<file path="src/rtl/uart_rx_if.sv">
// Bundle of the receiver's serial input, read strobe and parallel result.
//   rx         : serial line (idle high), asynchronous to the receiver clock
//   rd_en      : consumer read strobe
//   data_out   : last correctly framed byte
//   data_valid : data_out holds an unread byte
//   frame_err  : one-cycle pulse on a bad stop bit
//   overrun    : sticky, a byte completed while data_valid was already high
//   busy       : receiver FSM is not idle
// slave is the receiver's view; master is the line driver / consumer's view.
interface uart_rx_if;
  logic       rx;
  logic       rd_en;
  logic [7:0] data_out;
  logic       data_valid;
  logic       frame_err;
  logic       overrun;
  logic       busy;

  modport slave (
    input  rx,
    input  rd_en,
    output data_out,
    output data_valid,
    output frame_err,
    output overrun,
    output busy
  );

  modport master (
    output rx,
    output rd_en,
    input  data_out,
    input  data_valid,
    input  frame_err,
    input  overrun,
    input  busy
  );
endinterface

</file>
<file path="src/rtl/uart_rx_deserializer.sv">
// UART receiver: 1 start bit, 8 data bits LSB first, 1 stop bit, idle-high line.
// The line is synchronised, a falling edge starts a frame, and each bit is
// sampled at its middle. The recovered byte is held on a valid/read handshake
// with sticky overrun and a one-cycle framing-error pulse.
// Ports:
//   clk   : system clock, rising edge
//   rst_n : asynchronous active-low reset
//   bus   : uart_rx_if.slave (rx, rd_en in; data_out, data_valid, frame_err,
//           overrun, busy out)
module uart_rx_deserializer #(
  parameter int unsigned CLKS_PER_BIT = 16,
  parameter int unsigned SYNC_STAGES  = 2
) (
  input logic     clk,
  input logic     rst_n,
  uart_rx_if.slave bus
);

  localparam int unsigned HalfBit = CLKS_PER_BIT / 2;
  localparam int unsigned TimerW  = $clog2(CLKS_PER_BIT);

  typedef logic [TimerW-1:0] timer_t;

  localparam timer_t HalfLast = timer_t'(HalfBit - 1);
  localparam timer_t BitLast  = timer_t'(CLKS_PER_BIT - 1);

  localparam logic [2:0] StIdle  = 3'd0;
  localparam logic [2:0] StStart = 3'd1;
  localparam logic [2:0] StData  = 3'd2;
  localparam logic [2:0] StStop  = 3'd3;
  localparam logic [2:0] StBreak = 3'd4;

  // Synchroniser. Stages reset to 1 so the line looks idle out of reset.
  logic [SYNC_STAGES-1:0] sync_q;
  // Tracks which stages (and rx_prev_q) hold real line samples since reset, so
  // a line already low at reset release is never mistaken for a falling edge.
  logic [SYNC_STAGES:0]   fill_q;
  logic                   rx_prev_q;
  logic                   rx_s;
  logic                   rx_fall;

  assign rx_s    = sync_q[SYNC_STAGES-1];
  assign rx_fall = fill_q[SYNC_STAGES] & rx_prev_q & ~rx_s;

  always_ff @(posedge clk or negedge rst_n) begin
    if (!rst_n) begin
      sync_q    <= '1;
      fill_q    <= '0;
      rx_prev_q <= 1'b1;
    end else begin
      sync_q    <= {sync_q[SYNC_STAGES-2:0], bus.rx};
      fill_q    <= {fill_q[SYNC_STAGES-1:0], 1'b1};
      rx_prev_q <= rx_s;
    end
  end

  // Frame FSM
  logic [2:0] state_q, state_d;
  timer_t     timer_q, timer_d;
  logic [2:0] bit_idx_q, bit_idx_d;
  logic [7:0] shift_q, shift_d;
  logic       good_stop;
  logic       bad_stop;

  always_comb begin
    state_d   = state_q;
    timer_d   = timer_q + timer_t'(1);
    bit_idx_d = bit_idx_q;
    shift_d   = shift_q;
    good_stop = 1'b0;
    bad_stop  = 1'b0;
    case (state_q)
      StIdle: begin
        timer_d = '0;
        if (rx_fall) begin
          state_d = StStart;
        end
      end
      StStart: begin
        if (timer_q == HalfLast) begin
          timer_d   = '0;
          bit_idx_d = '0;
          // A line back high at mid start bit was only a glitch.
          state_d   = rx_s ? StIdle : StData;
        end
      end
      StData: begin
        if (timer_q == BitLast) begin
          timer_d           = '0;
          shift_d[bit_idx_q] = rx_s;
          bit_idx_d         = bit_idx_q + 3'd1;
          if (bit_idx_q == 3'd7) begin
            state_d = StStop;
          end
        end
      end
      StStop: begin
        if (timer_q == BitLast) begin
          timer_d = '0;
          if (rx_s) begin
            good_stop = 1'b1;
            state_d   = StIdle;
          end else begin
            bad_stop = 1'b1;
            state_d  = StBreak;
          end
        end
      end
      StBreak: begin
        timer_d = '0;
        // Hold here while the line stays low so a break yields one error only.
        if (rx_s) begin
          state_d = StIdle;
        end
      end
      default: begin
        timer_d = '0;
        state_d = StIdle;
      end
    endcase
  end

  always_ff @(posedge clk or negedge rst_n) begin
    if (!rst_n) begin
      state_q   <= StIdle;
      timer_q   <= '0;
      bit_idx_q <= '0;
      shift_q   <= '0;
    end else begin
      state_q   <= state_d;
      timer_q   <= timer_d;
      bit_idx_q <= bit_idx_d;
      shift_q   <= shift_d;
    end
  end

  // Output holding registers and handshake
  logic [7:0] data_q, data_d;
  logic       valid_q, valid_d;
  logic       ovr_q, ovr_d;
  logic       ferr_q, ferr_d;
  logic       rd_hit;

  assign rd_hit = bus.rd_en & valid_q;

  always_comb begin
    data_d  = data_q;
    valid_d = valid_q;
    ovr_d   = ovr_q;
    ferr_d  = bad_stop;
    if (good_stop) begin
      // Newest byte always wins; a read on the same edge consumes the old one.
      data_d  = shift_q;
      valid_d = 1'b1;
      if (valid_q && !bus.rd_en) begin
        ovr_d = 1'b1;
      end else if (rd_hit) begin
        ovr_d = 1'b0;
      end
    end else if (rd_hit) begin
      valid_d = 1'b0;
      ovr_d   = 1'b0;
    end
  end

  always_ff @(posedge clk or negedge rst_n) begin
    if (!rst_n) begin
      data_q  <= 8'h00;
      valid_q <= 1'b0;
      ovr_q   <= 1'b0;
      ferr_q  <= 1'b0;
    end else begin
      data_q  <= data_d;
      valid_q <= valid_d;
      ovr_q   <= ovr_d;
      ferr_q  <= ferr_d;
    end
  end

  assign bus.data_out   = data_q;
  assign bus.data_valid = valid_q;
  assign bus.overrun    = ovr_q;
  assign bus.frame_err  = ferr_q;
  assign bus.busy       = (state_q != StIdle);

endmodule

</file>
<file path="src/flat_wrapper.sv">
// flat-port wrapper written by rule: the top's interface ports become plain ports
module uart_rx_deserializer_flat 
#(
  parameter int unsigned CLKS_PER_BIT = 16,
  parameter int unsigned SYNC_STAGES  = 2
)
  (clk, rst_n, bus_rx, bus_rd_en, bus_data_out, bus_data_valid, bus_frame_err, bus_overrun, bus_busy);
  uart_rx_if bus_i ();
  input logic clk;
  input logic rst_n;
  input wire logic [$bits(bus_i.rx)-1:0] bus_rx;
  input wire logic [$bits(bus_i.rd_en)-1:0] bus_rd_en;
  output wire logic [$bits(bus_i.data_out)-1:0] bus_data_out;
  output wire logic [$bits(bus_i.data_valid)-1:0] bus_data_valid;
  output wire logic [$bits(bus_i.frame_err)-1:0] bus_frame_err;
  output wire logic [$bits(bus_i.overrun)-1:0] bus_overrun;
  output wire logic [$bits(bus_i.busy)-1:0] bus_busy;
  assign bus_i.rx = bus_rx;
  assign bus_i.rd_en = bus_rd_en;
  assign bus_data_out = bus_i.data_out;
  assign bus_data_valid = bus_i.data_valid;
  assign bus_frame_err = bus_i.frame_err;
  assign bus_overrun = bus_i.overrun;
  assign bus_busy = bus_i.busy;
  uart_rx_deserializer #(.CLKS_PER_BIT(CLKS_PER_BIT), .SYNC_STAGES(SYNC_STAGES)) u_core (.clk(clk), .rst_n(rst_n), .bus(bus_i));
endmodule
</file>
<file path="config.mk">
export PLATFORM = sky130hd
export DESIGN_NAME = uart_rx_deserializer_flat
export DESIGN_NICKNAME = d
export VERILOG_FILES = /design/src/rtl/uart_rx_if.sv /design/src/rtl/uart_rx_deserializer.sv /design/src/flat_wrapper.sv
export SDC_FILE = /design/constraint.sdc
export NUM_CORES = 1
export LEC_CHECK = 0
export CAP_MARGIN = 20
export CORE_AREA = 2 2 62 64
export DETAILED_ROUTE_END_ITERATION = 10
export DIE_AREA = 0 0 64 66
export SLEW_MARGIN = 20
export SYNTH_ARGS = -nofsm -noshare
export SYNTH_HDL_FRONTEND = slang
export SYNTH_SLANG_ARGS = --single-unit
</file>
<file path="constraint.sdc">
create_clock -name clk -period 2.4 [get_ports clk]
set_clock_uncertainty 0.2 [all_clocks]
set_input_delay 0.24 -clock clk [delete_from_list [all_inputs] [get_ports clk]]
set_output_delay 0.24 -clock clk [all_outputs]
set_load 0.05 [all_outputs]
</file>
==> results.tsv <==
stage	metric	value	unit
route	Routed WL	2803	um
critical_path	max incr delay on CP	0.82	ns
power	NetSw	0.4772	mW
run_status	outcome	finished, final reports clean	
placement	Final HPWL DP	2002	um
logic_synthesis	synthesized cell area	1548	um^2
timing	Final Critical Period	2.001	ns
critical_path	Crit-path slowest cell	clkdlybuf4s50_1	
logic_synthesis	Yosys cell types	35	
timing	fmax	499.8	MHz
placement	instance area at placement	1757	um^2
floorplanning	Die H	66	um
floorplanning	DIE AREA	4224	um^2
logic_synthesis	Avg Cell Area, Syn	12.38	um^2
floorplanning	# rows	22	
floorplanning	Initial Util	0.4359	
clock_tree	post-CTS setup buffers	0	
power	Gate power share	0.204	
power	Clk pwr share	0.331	
route	initial detailed-routing violation count	55	
layout	FILL cells	307	
route	Avg WL per Cell	14.37	um
power	Pwr per Cell Area	848.2	nW/um^2
placement	RD Place Congestion	0.9060	
timing	Tcrit/Tclk final	0.8337	
logic_synthesis	Primary FF master, synth	dfrtp_1	
min_path	Min-Delay Path Class	input port to asynchronous set/reset pin	
logic_synthesis	complex-gate fraction of the synthesized area	0.07599	
layout	Multi-input gate area	599.3	um^2
logic_synthesis	Post-synth EDFFs	0	
route	Antenna Nets Post-Route	0	
critical_path	CP cell instances	clkdlybuf4s50_1	
layout	# diodes	0	
logic_synthesis	largest family of logic cells by synthesized area	simple AND/OR/NAND/NOR gates	
layout	Post-Layout Inst Area	1861	um^2
layout	synthesis-to-layout area growth	20.21	%
logic_synthesis	Ys Warns	0	
clock_tree	Clk Latency, worst-skew pair	0.34	ns
logic_synthesis	post-synthesis mux area share	0.1164	
power	VDD IR-drop max	379.2	uV
timing	RSZ-0062 raised after global routing	no	
timing	# setup viols final	0	
logic_synthesis	Post-synth ARST share	1.000	
logic_synthesis	main area contributors after synthesis	dfrtp_1 52%, mux2_2 12%, dfstp_2 5.1%	
route	vias per cell	5.174	
layout	fin util	0.5240	
route	DR vias	1009	
floorplanning	Die Span X	64	um
logic_synthesis	Net Count, Synth	132	
logic_synthesis	Post-Syn Instances	125	
power	cell-internal power	1.101	mW
layout	# nets final	153	
critical_path	Buf/Inv on CP	1	
job	MaxCap Viol Count	0	
critical_path	Setup crit end kind	output pin	
logic_synthesis	flops & latches, synth	35	
logic_synthesis	sequential share of the synthesized area	0.5683	
placement	Port-buffer cells	15	
layout	Reg area	879.6	um^2
timing	Fin Setup TNS	0	ns
floorplanning	IO Pins	16	
logic_synthesis	most frequent cell after synthesis	dfrtp_1	
clock_tree	Reg clk slew, reported paths	0.11	ns
timing	Worst Tran Pin Value	0.5069	ns
critical_path	Crit Path Category	flip-flop to output pin	
logic_synthesis	Yosys top cell area share	0.5174	
logic_synthesis	Synth Area in Simple Gates	0.1512	
global_routing	antenna violations before repair	0	
logic_synthesis	Adder-Cell Fraction of Synth Area	0.02425	
critical_path	Worst EP arrival	1.56	ns
layout	share of post-route cells with drive strength above 1	0.2381	
clock_tree	Num CTS Buffers	5	
global_routing	GR Util All Layers	0.1596	
critical_path	Worst EP required	1.96	ns
clock_tree	CTS max path bufs	2	
clock_tree	# clock sinks	35	
global_routing	largest net degree at the start of global routing	36	
clock_tree	clock root buffer	clkbuf_4	
global_routing	vias in the first global route	1089	
critical_path	delay-heaviest family, CP	buffers and inverters	
global_routing	first-pass GRT wire length	5009	um
clock_tree	depth of the CTS H-tree	2	
logic_synthesis	xor-xnor portion of the synthesized cell area	0.01698	
timing	Final Hold Fails	0	
timing	Final Max Slew Viols	0	
route	drt pass-1 iters	4	
route	# DRC	0	
global_routing	GR Overflow Total	0	
clock_tree	hold buffers post-CTS	0	
critical_path	startpoint types	flip-flop	
logic_synthesis	largest area contributor in the netlist	dfrtp_1	
floorplanning	Core Region	3551	um^2
clock_tree	CTS tree	done	
timing	Max transition margin	0.6610	
power	Sw Ratio	0.3024	
power	P_leak	0.8390	nW
critical_path	crit-path max FO	4	
logic_synthesis	Post-synth top cells	32 x dfrtp_1, 16 x mux2_2, 8 x inv_1, 6 x nor2_1, 6 x nor4_1	
power	Reg power frac	0.465	
[area by class of cell]
type                    instances  area share
well taps                      48     0.03228
clock inverters                 2     0.03228
flip-flops and latches         35      0.4728
multi-input cells              76      0.3221
inverters                       8     0.01614
repair buffers                 20      0.1022
clock buffers                   6     0.02219
[routing by layer]
| layer | vias to the layer above | wire [um] | GRT usage |
|---|---|---|---|
| met3 | 4 | 118 | 0.06133 |
| met5 | - | 0 | 0 |
| li1 | 496 | - | - |
| met4 | 0 | 49 | 0.07337 |
| met2 | 16 | 1369 | 0.2617 |
| met1 | 493 | 1265 | 0.1845 |
[worst paths after layout]
path                                  endpoint  cells past startpoint  slack [ns]                   from
setup / recovery                bus_data_valid                      1        0.40  u_core.bus.data_valid
hold / removal             u_core.bit_idx_q[1]                      2         0.1                  rst_n
setup reg to reg             u_core.shift_q[6]                      4        0.48      u_core.timer_q[0]
hold reg to reg               u_core.fill_q[1]                      0        0.16       u_core.fill_q[0]
max in group asynchronous     u_core.sync_q[0]                      2        1.56                  rst_n
min in group clk              u_core.sync_q[0]                      1        0.10                 bus_rx
[state kept, by name, summed over array words and instances (netlist names), 2 cells and up, named ones only]
signal and flops:
u_core.fill_q 3, u_core.bit_idx_q 3, u_core.sync_q 2, u_core.shift_q 8, u_core.bus.data_out 8, u_core.state_q 3, u_core.timer_q 4
[logic make-up (layout without fill, tap and decap cells)]
logic type      Yosys count  after routing
compound gates           15             15
buf+inv                  14             36
flops                    35             35
xor+xnor                  3              3
mux                      16             16
fa+ha+maj                 3              3
simple gates             38             38
other cells               1              1
[through the flow]
step	hold WS, ns	total power, mW	setup WS, ns	instances
5_1_grt	0.07540	1.672	0.3207	195
3_5_place_dp	0.1385	1.067	0.3924	187
3_3_place_gp	0.1321	1.053	0.4233	187
6_report	0.09757	1.578	0.3992	195
4_1_cts	0.08497	1.593	0.006422	195
2_1_floorplan	-0.2556	0.9839	0.5932	125
[power by group through the flow]
stage | clock network (mW) | logic [mW] | registers, mW
3_5_place_dp | 0 | 0.322 | 0.745
4_1_cts | 0.536 | 0.324 | 0.733
6_report | 0.523 | 0.321 | 0.734
3_3_place_gp | 0 | 0.314 | 0.739
5_1_grt | 0.562 | 0.365 | 0.745
2_1_floorplan | 0 | 0.282 | 0.702
[cells in the final DEF, fill, tap and decap left out, types with 2 or more instances in the layout]
master / count
mux2_2: 16
o221ai_1: 3
a21oi_1: 2
nor2_1: 6
nand2_1: 5
dfrtp_1: 32
nor4_1: 6
clkdlybuf4s50_1: 14
inv_1: 8
or3_1: 5
buf_4: 5
clkbuf_4: 5
o311ai_0: 3
xnor2_1: 2
nor3_1: 5
ha_1: 3
nand3b_1: 2
dfstp_2: 3
bufinv_16: 2
nand3_1: 2
nand2b_1: 2
[timing repair]
action / CTS / global route
hold endpoints to repair: 0 / 0
resized for setup: 0 / 1
setup endpoints to repair: 0 / 1
Power figures use the tool's default switching activity.
